==> src/rtl/sys_defs.sv <==
// Shared system definitions: bus command encoding, address width and the
// per-tag ownership record used by the memory arbiter.
package sys_defs;

    localparam int XLEN      = 32;
    localparam int SD        = 1;
    localparam int MEM_TAG_W = 4;

    typedef enum logic [1:0] {
        BUS_NONE  = 2'h0,
        BUS_LOAD  = 2'h1,
        BUS_STORE = 2'h2
    } BUS_COMMAND;

    // owner: 0 = Icache, 1 = Dcache; stale marks Icache refills killed by a squash
    typedef struct packed {
        logic valid;
        logic owner;
        logic stale;
    } MEM_TAG_ENTRY;

    localparam logic OWNER_I = 1'b0;
    localparam logic OWNER_D = 1'b1;

endpackage

==> src/rtl/mem_arbiter_if.sv <==
// Cache/memory side signals of the arbiter. The arbiter takes the master
// modport; the caches and memory model sit on the slave modport.
interface mem_arbiter_if import sys_defs::*; #(
    parameter int TAG_W = MEM_TAG_W
) ();
    logic               squash_in;
    BUS_COMMAND         icache2arb_command;
    logic [XLEN-1:0]    icache2arb_addr;
    BUS_COMMAND         dcache2arb_command;
    logic [XLEN-1:0]    dcache2arb_addr;
    logic [63:0]        dcache2arb_data;
    BUS_COMMAND         proc2mem_command;
    logic [XLEN-1:0]    proc2mem_addr;
    logic [63:0]        proc2mem_data;
    logic [TAG_W-1:0]   mem2proc_response;
    logic [63:0]        mem2proc_data;
    logic [TAG_W-1:0]   mem2proc_tag;
    logic [TAG_W-1:0]   arb2icache_response;
    logic [63:0]        arb2icache_data;
    logic [TAG_W-1:0]   arb2icache_tag;
    logic [TAG_W-1:0]   arb2dcache_response;
    logic [63:0]        arb2dcache_data;
    logic [TAG_W-1:0]   arb2dcache_tag;

    modport master (
        input  squash_in, icache2arb_command, icache2arb_addr,
               dcache2arb_command, dcache2arb_addr, dcache2arb_data,
               mem2proc_response, mem2proc_data, mem2proc_tag,
        output proc2mem_command, proc2mem_addr, proc2mem_data,
               arb2icache_response, arb2icache_data, arb2icache_tag,
               arb2dcache_response, arb2dcache_data, arb2dcache_tag
    );

    modport slave (
        output squash_in, icache2arb_command, icache2arb_addr,
               dcache2arb_command, dcache2arb_addr, dcache2arb_data,
               mem2proc_response, mem2proc_data, mem2proc_tag,
        input  proc2mem_command, proc2mem_addr, proc2mem_data,
               arb2icache_response, arb2icache_data, arb2icache_tag,
               arb2dcache_response, arb2dcache_data, arb2dcache_tag
    );
endinterface

==> src/rtl/mem_tag_table.sv <==
// Outstanding-tag ownership table. Entry 0 is never written, so tag 0
// always reads as invalid. Priority per entry at the edge:
// new issue write > return clear > squash stale-mark.
module mem_tag_table import sys_defs::*; #(
    parameter int TAG_W = MEM_TAG_W
) (
    input  logic             clock,
    input  logic             reset,
    input  logic             wr_en,
    input  logic [TAG_W-1:0] wr_idx,
    input  logic             wr_owner,
    input  logic             clr_en,
    input  logic [TAG_W-1:0] clr_idx,
    input  logic             squash,
    input  logic [TAG_W-1:0] rd_idx,
    output MEM_TAG_ENTRY     rd_entry
);
    localparam int DEPTH = 1 << TAG_W;

    MEM_TAG_ENTRY entry_q [DEPTH];

    // Per-entry update: write beats clear so a reused tag survives its own return
    always_ff @(posedge clock or posedge reset) begin
        if (reset) begin
            for (int i = 0; i < DEPTH; i++) entry_q[i] <= '0;
        end else begin
            for (int i = 1; i < DEPTH; i++) begin
                if (wr_en && wr_idx == TAG_W'(i))
                    entry_q[i] <= '{valid: 1'b1, owner: wr_owner, stale: 1'b0};
                else if (clr_en && clr_idx == TAG_W'(i))
                    entry_q[i] <= '0;
                else if (squash && entry_q[i].valid && entry_q[i].owner == OWNER_I)
                    entry_q[i].stale <= 1'b1;
            end
        end
    end

    assign rd_entry = entry_q[rd_idx];
endmodule

==> src/rtl/mem_arbiter.sv <==
// Icache/Dcache arbiter for the shared memory bus. Dcache has priority,
// bounded by a streak counter so Icache refills cannot starve; returning
// data is steered through the tag ownership table.
module mem_arbiter import sys_defs::*; #(
    parameter int TAG_W      = MEM_TAG_W,
    parameter int STREAK_MAX = 4
) (
    input  logic           clock,
    input  logic           reset,
    mem_arbiter_if.master  bus
);
    localparam int SW = $clog2(STREAK_MAX + 1);

    logic [SW-1:0] streak_cnt;
    logic          i_req, d_req, grant_i, grant_d, streak_full;
    logic          tbl_wr, ret_hit;
    MEM_TAG_ENTRY  ret_entry;

    // An Icache store is meaningless and is treated as no request
    assign i_req       = (bus.icache2arb_command == BUS_LOAD);
    assign d_req       = (bus.dcache2arb_command == BUS_LOAD) ||
                         (bus.dcache2arb_command == BUS_STORE);
    assign streak_full = (streak_cnt == SW'(STREAK_MAX));
    assign grant_i     = i_req && (!d_req || streak_full);
    assign grant_d     = d_req && !grant_i;

    // Drive the bus with the winner and hand the issue tag only to it
    always_comb begin
        bus.proc2mem_command    = BUS_NONE;
        bus.proc2mem_addr       = '0;
        bus.proc2mem_data       = '0;
        bus.arb2icache_response = '0;
        bus.arb2dcache_response = '0;
        if (grant_d) begin
            bus.proc2mem_command    = bus.dcache2arb_command;
            bus.proc2mem_addr       = bus.dcache2arb_addr;
            bus.proc2mem_data       = bus.dcache2arb_data;
            bus.arb2dcache_response = bus.mem2proc_response;
        end else if (grant_i) begin
            bus.proc2mem_command    = BUS_LOAD;
            bus.proc2mem_addr       = bus.icache2arb_addr;
            bus.arb2icache_response = bus.mem2proc_response;
        end
    end

    // Count Dcache wins while the Icache is waiting; saturate at the limit
    always_ff @(posedge clock or posedge reset) begin
        if (reset)
            streak_cnt <= '0;
        else if (!i_req || grant_i)
            streak_cnt <= '0;
        else if (grant_d && !streak_full)
            streak_cnt <= streak_cnt + SW'(1);
    end

    // Only accepted loads expect a return; stores are never tracked
    assign tbl_wr  = (grant_i || (grant_d && bus.dcache2arb_command == BUS_LOAD)) &&
                     (bus.mem2proc_response != '0);
    assign ret_hit = (bus.mem2proc_tag != '0) && ret_entry.valid;

    mem_tag_table #(.TAG_W(TAG_W)) u_tag_table (
        .clock    (clock),
        .reset    (reset),
        .wr_en    (tbl_wr),
        .wr_idx   (bus.mem2proc_response),
        .wr_owner (grant_d),
        .clr_en   (ret_hit),
        .clr_idx  (bus.mem2proc_tag),
        .squash   (bus.squash_in),
        .rd_idx   (bus.mem2proc_tag),
        .rd_entry (ret_entry)
    );

    // Steer the returning tag to its owner; stale Icache refills are dropped
    always_comb begin
        bus.arb2icache_tag  = '0;
        bus.arb2dcache_tag  = '0;
        bus.arb2icache_data = bus.mem2proc_data;
        bus.arb2dcache_data = bus.mem2proc_data;
        if (ret_hit) begin
            if (ret_entry.owner == OWNER_D)
                bus.arb2dcache_tag = bus.mem2proc_tag;
            else if (!ret_entry.stale)
                bus.arb2icache_tag = bus.mem2proc_tag;
        end
    end
endmodule

==> src/flat_wrapper.sv <==
// flat-port wrapper written by rule: the top's interface ports become plain ports
module mem_arbiter_flat import sys_defs::*;
#(
    parameter int TAG_W      = MEM_TAG_W,
    parameter int STREAK_MAX = 4
)
  (clock, reset, bus_squash_in, bus_icache2arb_command, bus_icache2arb_addr, bus_dcache2arb_command, bus_dcache2arb_addr, bus_dcache2arb_data, bus_mem2proc_response, bus_mem2proc_data, bus_mem2proc_tag, bus_proc2mem_command, bus_proc2mem_addr, bus_proc2mem_data, bus_arb2icache_response, bus_arb2icache_data, bus_arb2icache_tag, bus_arb2dcache_response, bus_arb2dcache_data, bus_arb2dcache_tag);
  mem_arbiter_if #(.TAG_W(TAG_W)) bus_i ();
  input  logic clock;
  input  logic reset;
  input wire logic [$bits(bus_i.squash_in)-1:0] bus_squash_in;
  input wire logic [$bits(bus_i.icache2arb_command)-1:0] bus_icache2arb_command;
  input wire logic [$bits(bus_i.icache2arb_addr)-1:0] bus_icache2arb_addr;
  input wire logic [$bits(bus_i.dcache2arb_command)-1:0] bus_dcache2arb_command;
  input wire logic [$bits(bus_i.dcache2arb_addr)-1:0] bus_dcache2arb_addr;
  input wire logic [$bits(bus_i.dcache2arb_data)-1:0] bus_dcache2arb_data;
  input wire logic [$bits(bus_i.mem2proc_response)-1:0] bus_mem2proc_response;
  input wire logic [$bits(bus_i.mem2proc_data)-1:0] bus_mem2proc_data;
  input wire logic [$bits(bus_i.mem2proc_tag)-1:0] bus_mem2proc_tag;
  output wire logic [$bits(bus_i.proc2mem_command)-1:0] bus_proc2mem_command;
  output wire logic [$bits(bus_i.proc2mem_addr)-1:0] bus_proc2mem_addr;
  output wire logic [$bits(bus_i.proc2mem_data)-1:0] bus_proc2mem_data;
  output wire logic [$bits(bus_i.arb2icache_response)-1:0] bus_arb2icache_response;
  output wire logic [$bits(bus_i.arb2icache_data)-1:0] bus_arb2icache_data;
  output wire logic [$bits(bus_i.arb2icache_tag)-1:0] bus_arb2icache_tag;
  output wire logic [$bits(bus_i.arb2dcache_response)-1:0] bus_arb2dcache_response;
  output wire logic [$bits(bus_i.arb2dcache_data)-1:0] bus_arb2dcache_data;
  output wire logic [$bits(bus_i.arb2dcache_tag)-1:0] bus_arb2dcache_tag;
  assign bus_i.squash_in = bus_squash_in;
  assign bus_i.icache2arb_command = bus_icache2arb_command;
  assign bus_i.icache2arb_addr = bus_icache2arb_addr;
  assign bus_i.dcache2arb_command = bus_dcache2arb_command;
  assign bus_i.dcache2arb_addr = bus_dcache2arb_addr;
  assign bus_i.dcache2arb_data = bus_dcache2arb_data;
  assign bus_i.mem2proc_response = bus_mem2proc_response;
  assign bus_i.mem2proc_data = bus_mem2proc_data;
  assign bus_i.mem2proc_tag = bus_mem2proc_tag;
  assign bus_proc2mem_command = bus_i.proc2mem_command;
  assign bus_proc2mem_addr = bus_i.proc2mem_addr;
  assign bus_proc2mem_data = bus_i.proc2mem_data;
  assign bus_arb2icache_response = bus_i.arb2icache_response;
  assign bus_arb2icache_data = bus_i.arb2icache_data;
  assign bus_arb2icache_tag = bus_i.arb2icache_tag;
  assign bus_arb2dcache_response = bus_i.arb2dcache_response;
  assign bus_arb2dcache_data = bus_i.arb2dcache_data;
  assign bus_arb2dcache_tag = bus_i.arb2dcache_tag;
  mem_arbiter #(.TAG_W(TAG_W), .STREAK_MAX(STREAK_MAX)) u_core (.clock(clock), .reset(reset), .bus(bus_i));
endmodule
==> config.mk <==
export PLATFORM = sky130hd
export DESIGN_NAME = mem_arbiter_flat
export DESIGN_NICKNAME = d
export VERILOG_FILES = /design/src/rtl/sys_defs.sv /design/src/rtl/mem_arbiter_if.sv /design/src/rtl/mem_tag_table.sv /design/src/rtl/mem_arbiter.sv /design/src/flat_wrapper.sv
export SDC_FILE = /design/constraint.sdc
export NUM_CORES = 1
export LEC_CHECK = 0
export CAP_MARGIN = 20
export CELL_PAD_IN_SITES_DETAIL_PLACEMENT = 2
export CELL_PAD_IN_SITES_GLOBAL_PLACEMENT = 2
export CORE_MARGIN = 2
export CORE_UTILIZATION = 13
export CTS_CLUSTER_SIZE = 20
export DETAILED_ROUTE_END_ITERATION = 10
export PLACE_DENSITY = 0.89
export SETUP_SLACK_MARGIN = 0.5
export SYNTH_ARGS = -nofsm -noshare
export SYNTH_HDL_FRONTEND = slang
export SYNTH_SLANG_ARGS = --single-unit
==> constraint.sdc <==
create_clock -name clock -period 1.7 [get_ports clock]
set_input_delay 0.17 -clock clock [delete_from_list [all_inputs] [get_ports clock]]
set_output_delay 0.17 -clock clock [all_outputs]
set_load 0.01 [all_outputs]
==> results of run 1 <==
## power groups by stage
| stage | registers, uW | clock network (uW) | logic, uW |
|---|---|---|---|
| 2_1_floorplan | 1760 | 0 | 1850 |
| 3_3_place_gp | 1870 | 0 | 3100 |
| 3_5_place_dp | 1900 | 0 | 3250 |
| 5_1_grt | 1920 | 1260 | 4630 |
| 4_1_cts | 1880 | 1220 | 4000 |
| 6_report | 1890 | 1190 | 4320 |
## layout by cell type (no fill, tap or decap), drive strengths merged, types with 2 or more instances in the layout
cell,synthesis,final
and3b,6,6
nand3b,2,2
nand2b,5,5
a221o,2,2
mux2,4,4
mux4,3,3
clkdlybuf4s15,0,4
nand2,92,92
and3,4,4
nand4,4,4
nor4b,3,3
o31ai,3,3
o21bai,3,3
dlygate4sd2,0,5
ha,3,3
and2,74,74
clkinv,1,2
o22ai,3,3
a21oi,4,4
nand4b,2,2
nor2,31,31
o21ai,46,46
buf,135,326
clkdlybuf4s50,0,136
a21o,13,13
mux2i,22,22
nand3,8,8
inv,16,15
nor2b,5,5
o32ai,2,2
dfrtp,48,48
a22oi,4,4
a211oi,3,3
nor3,15,15
clkbuf,23,6
a31oi,7,7
## critical path, cell delays in order (launching register included)
cell and delay [ps]:
dfrtp_1 400, mux4_2 500, mux2_4 300, a211o_1 300, o21ai_2 190, nor2_2 90
buf_4 140, buf_6 110
## what timing repair did
item,in CTS,in global routing
pin swaps,43,34
gates cloned,12,0
gates resized for setup,682,68
endpoints found under the setup margin,162,162
buffers inserted,63,35
## metrics by stage
step / util (%) / hold slack [ps] / std cells / area (sq um)
global placement: 24.3 / 340 / 1261 / 8430
global route: 30.4 / 340 / 1379 / 10500
CTS: 28.7 / 305 / 1344 / 9970
floorplan: - / 200 / 603 / 5630
detailed placement: 24.3 / 340 / 1261 / 8430
finish: 30.4 / 302 / 1379 / 10500
## area by class of cell
class / count / share of cell area [%]
clock buffer: 6 / 1.32
clock inverter: 2 / 0.368
inverter: 17 / 0.653
multi-input combinational: 380 / 32.1
sequential: 48 / 11.4
tap: 455 / 5.40
timing repair buffer: 471 / 48.8
## sequential cells by signal, summed over array words and instances (netlist names)
name and cells:
u_core.u_tag_table.entry_q 45, u_core.streak_cnt 3
## layer usage
layer	vias up	part of all wire, %
met1	2698	37
li1	2519	-
met4	0	2.2
met3	55	7.5
met2	255	53
met5	-	0
## path summary, 6_finish.rpt
kind,start,endpoint
min in group clock,bus_mem2proc_data[35],bus_arb2icache_data[35]
setup reg to reg,u_core.streak_cnt[0],u_core.u_tag_table.entry_q[16]
setup / recovery,u_core.u_tag_table.entry_q[5],bus_arb2dcache_tag[1]
max in group asynchronous,reset,u_core.u_tag_table.entry_q[35]
hold reg to reg,u_core.u_tag_table.entry_q[9],u_core.u_tag_table.entry_q[9]
hold / removal,reset,u_core.u_tag_table.entry_q[7]
## kinds of logic (layout without fill, tap and decap cells)
family | Yosys count | after routing | synth area share, %
AOI/OAI and AO/OA | 93 | 93 | 12.5
adders and majority gates | 3 | 3 | 0.817
buffers and inverters | 175 | 496 | 25.1
DFF | 48 | 48 | 26.1
muxes | 29 | 29 | 7.24
and+or+nand+nor | 255 | 255 | 28.2
==> impl_results.md, run 1 <==
* Status: finished with violations
* Failing checks: setup timing
* Avg WL per Cell at 19.7 um
* Final setup fails at about 160
* CTS tree: yes
* Worst setup EP type: output pin
* Post-synthesis cell count at 603
* I/O pins at between 400 and 500
* Final Cycle Share at 146%
* Core Box Area at 0.0347 sq mm
* Number of fill cells in the layout at 3757
* Sw Ratio at 35.0%
* Slew margin rel. at between 60% and 70%
* WP data required at 1530 ps
* Die Footprint at approximately 0.037 sq mm
* Crit Path Class: flip-flop to output pin
* GR Util met3 at 3.89%
* Yosys top cell by area: dfrtp_1
* Initial Util at between 10% and 20%
* Post-synthesis sequential area ratio at 26.1%
* Cell Rows at 68
* Commonest cells post-synth: 130 x buf_4, 92 x nand2_1, 74 x and2_1, 48 x dfrtp_1, 44 x o21ai_0
* TNS Setup at -53410 ps
* Clock power frac at 16.0%
* Power Density at roughly 700 mW/mm^2
* R2R Setup Slk at -400 ps
* Met1 usage at between 10% and 20%
* Multi-input gate area at about 0.0034 sq mm
* Worst-skew pair later-pin latency at 290 ps
* Ranking of synthesized cells by area: dfrtp_1 26%, buf_4 21%, and2_1 10%
* Final hold vios at 0
* Total track usage at ~14%
* Worst EP arrival at 2320 ps
* Largest net degree at the start of global routing at 49
* Die span in x at 192 um
* Most common cell in the netlist: buf_4
* Top cell type's share of synthesized area at between 20% and 30%
* Max cap viols at 0
* Hold Buf Count CTS at 0
* Worst-margin pin slew at 585 ps
* Syn Nets at a little over 800
* Vias in the first global route at 6275
* Count of pins over their slew limit at 0
* Pre-CTS setup slack at -1280 ps
* Unrepaired setup endpoints after global routing: true
* Clock Sinks at 48
* Routing usage on met2 at 25.0%
* #FFs+latches synth at 48
* First-pass DRT Iterations at 4
* GR peak layer: met2
* Leakage at 0.00479 uW
* Overflow after GRT at 0
* Power Internal at between 4000 and 5000 uW
* Via density at about 4
* Combinational power share at 58.4%
* Cell area after synthesis at roughly 0.0046 sq mm
* Syn avg cell area at 7.62 sq um
* Reg clk slew, reported paths at around 70 ps
* Final antenna-violating net count at 0
* Routability cong. at 0.807
* Remaining DRCs at 0
* Register Area at 0.00120 sq mm
* Area Overhead vs Synth at 129%
* FMAX at 402 MHz
* CTS Buf Count at 5
* Layout cell share with drive strength beyond 1 at 60.9%
* Root buffer cell: clkbuf_16
* Crit start category: flip-flop
* Ys flop type: dfrtp_1
* Distinct cell type count after synthesis at 47
* Largest buffer count on any clock path at 2
* Final nets at between 1000 and 1500
* First-pass GRT wire length at 37900 um
* Antenna violations before repair at 0
* Crit-path max FO at 2
* Total Power at 7390 uW
* Min-delay worst type: primary input to asynchronous set/reset pin
* H-tree Lvls at 2
* Fin crit period at around 2500 ps
* Seq pwr share at 25.5%
* Sw Pwr at ~2600 uW
* Final setup margin at -785 ps
* DR iter-0 viols at 105
* Peak VDD IR at ~470 uV
* Post-Route WL at 27200 um
* Post-synth EDFFs at 0
* Die Y-Extent at 192 um
* Asr flop ratio synth at 100%
* Final Skew at 11.7 ps
* Antenna cells at 0
* HPWL after DPL at about 19000 um
* Yosys warns at 3
* PortBufs at 256
* DR vias at between 5000 and 6000
* R2R depth at 12
Note: power is estimated with default switching activity, not from simulation.
==> inputs of run 2 (changes only) <==
- CAP_MARGIN: 20 -> default
==> results of run 2 <==
Same layout as run 1: the final DEF is identical, and so are final timing and power.
==> inputs of run 3 (changes only) <==
- ABC_CLOCK_PERIOD_IN_PS: default -> 1700
==> results of run 3 <==
Same layout as run 1: the final DEF is identical, and so are final timing and power.
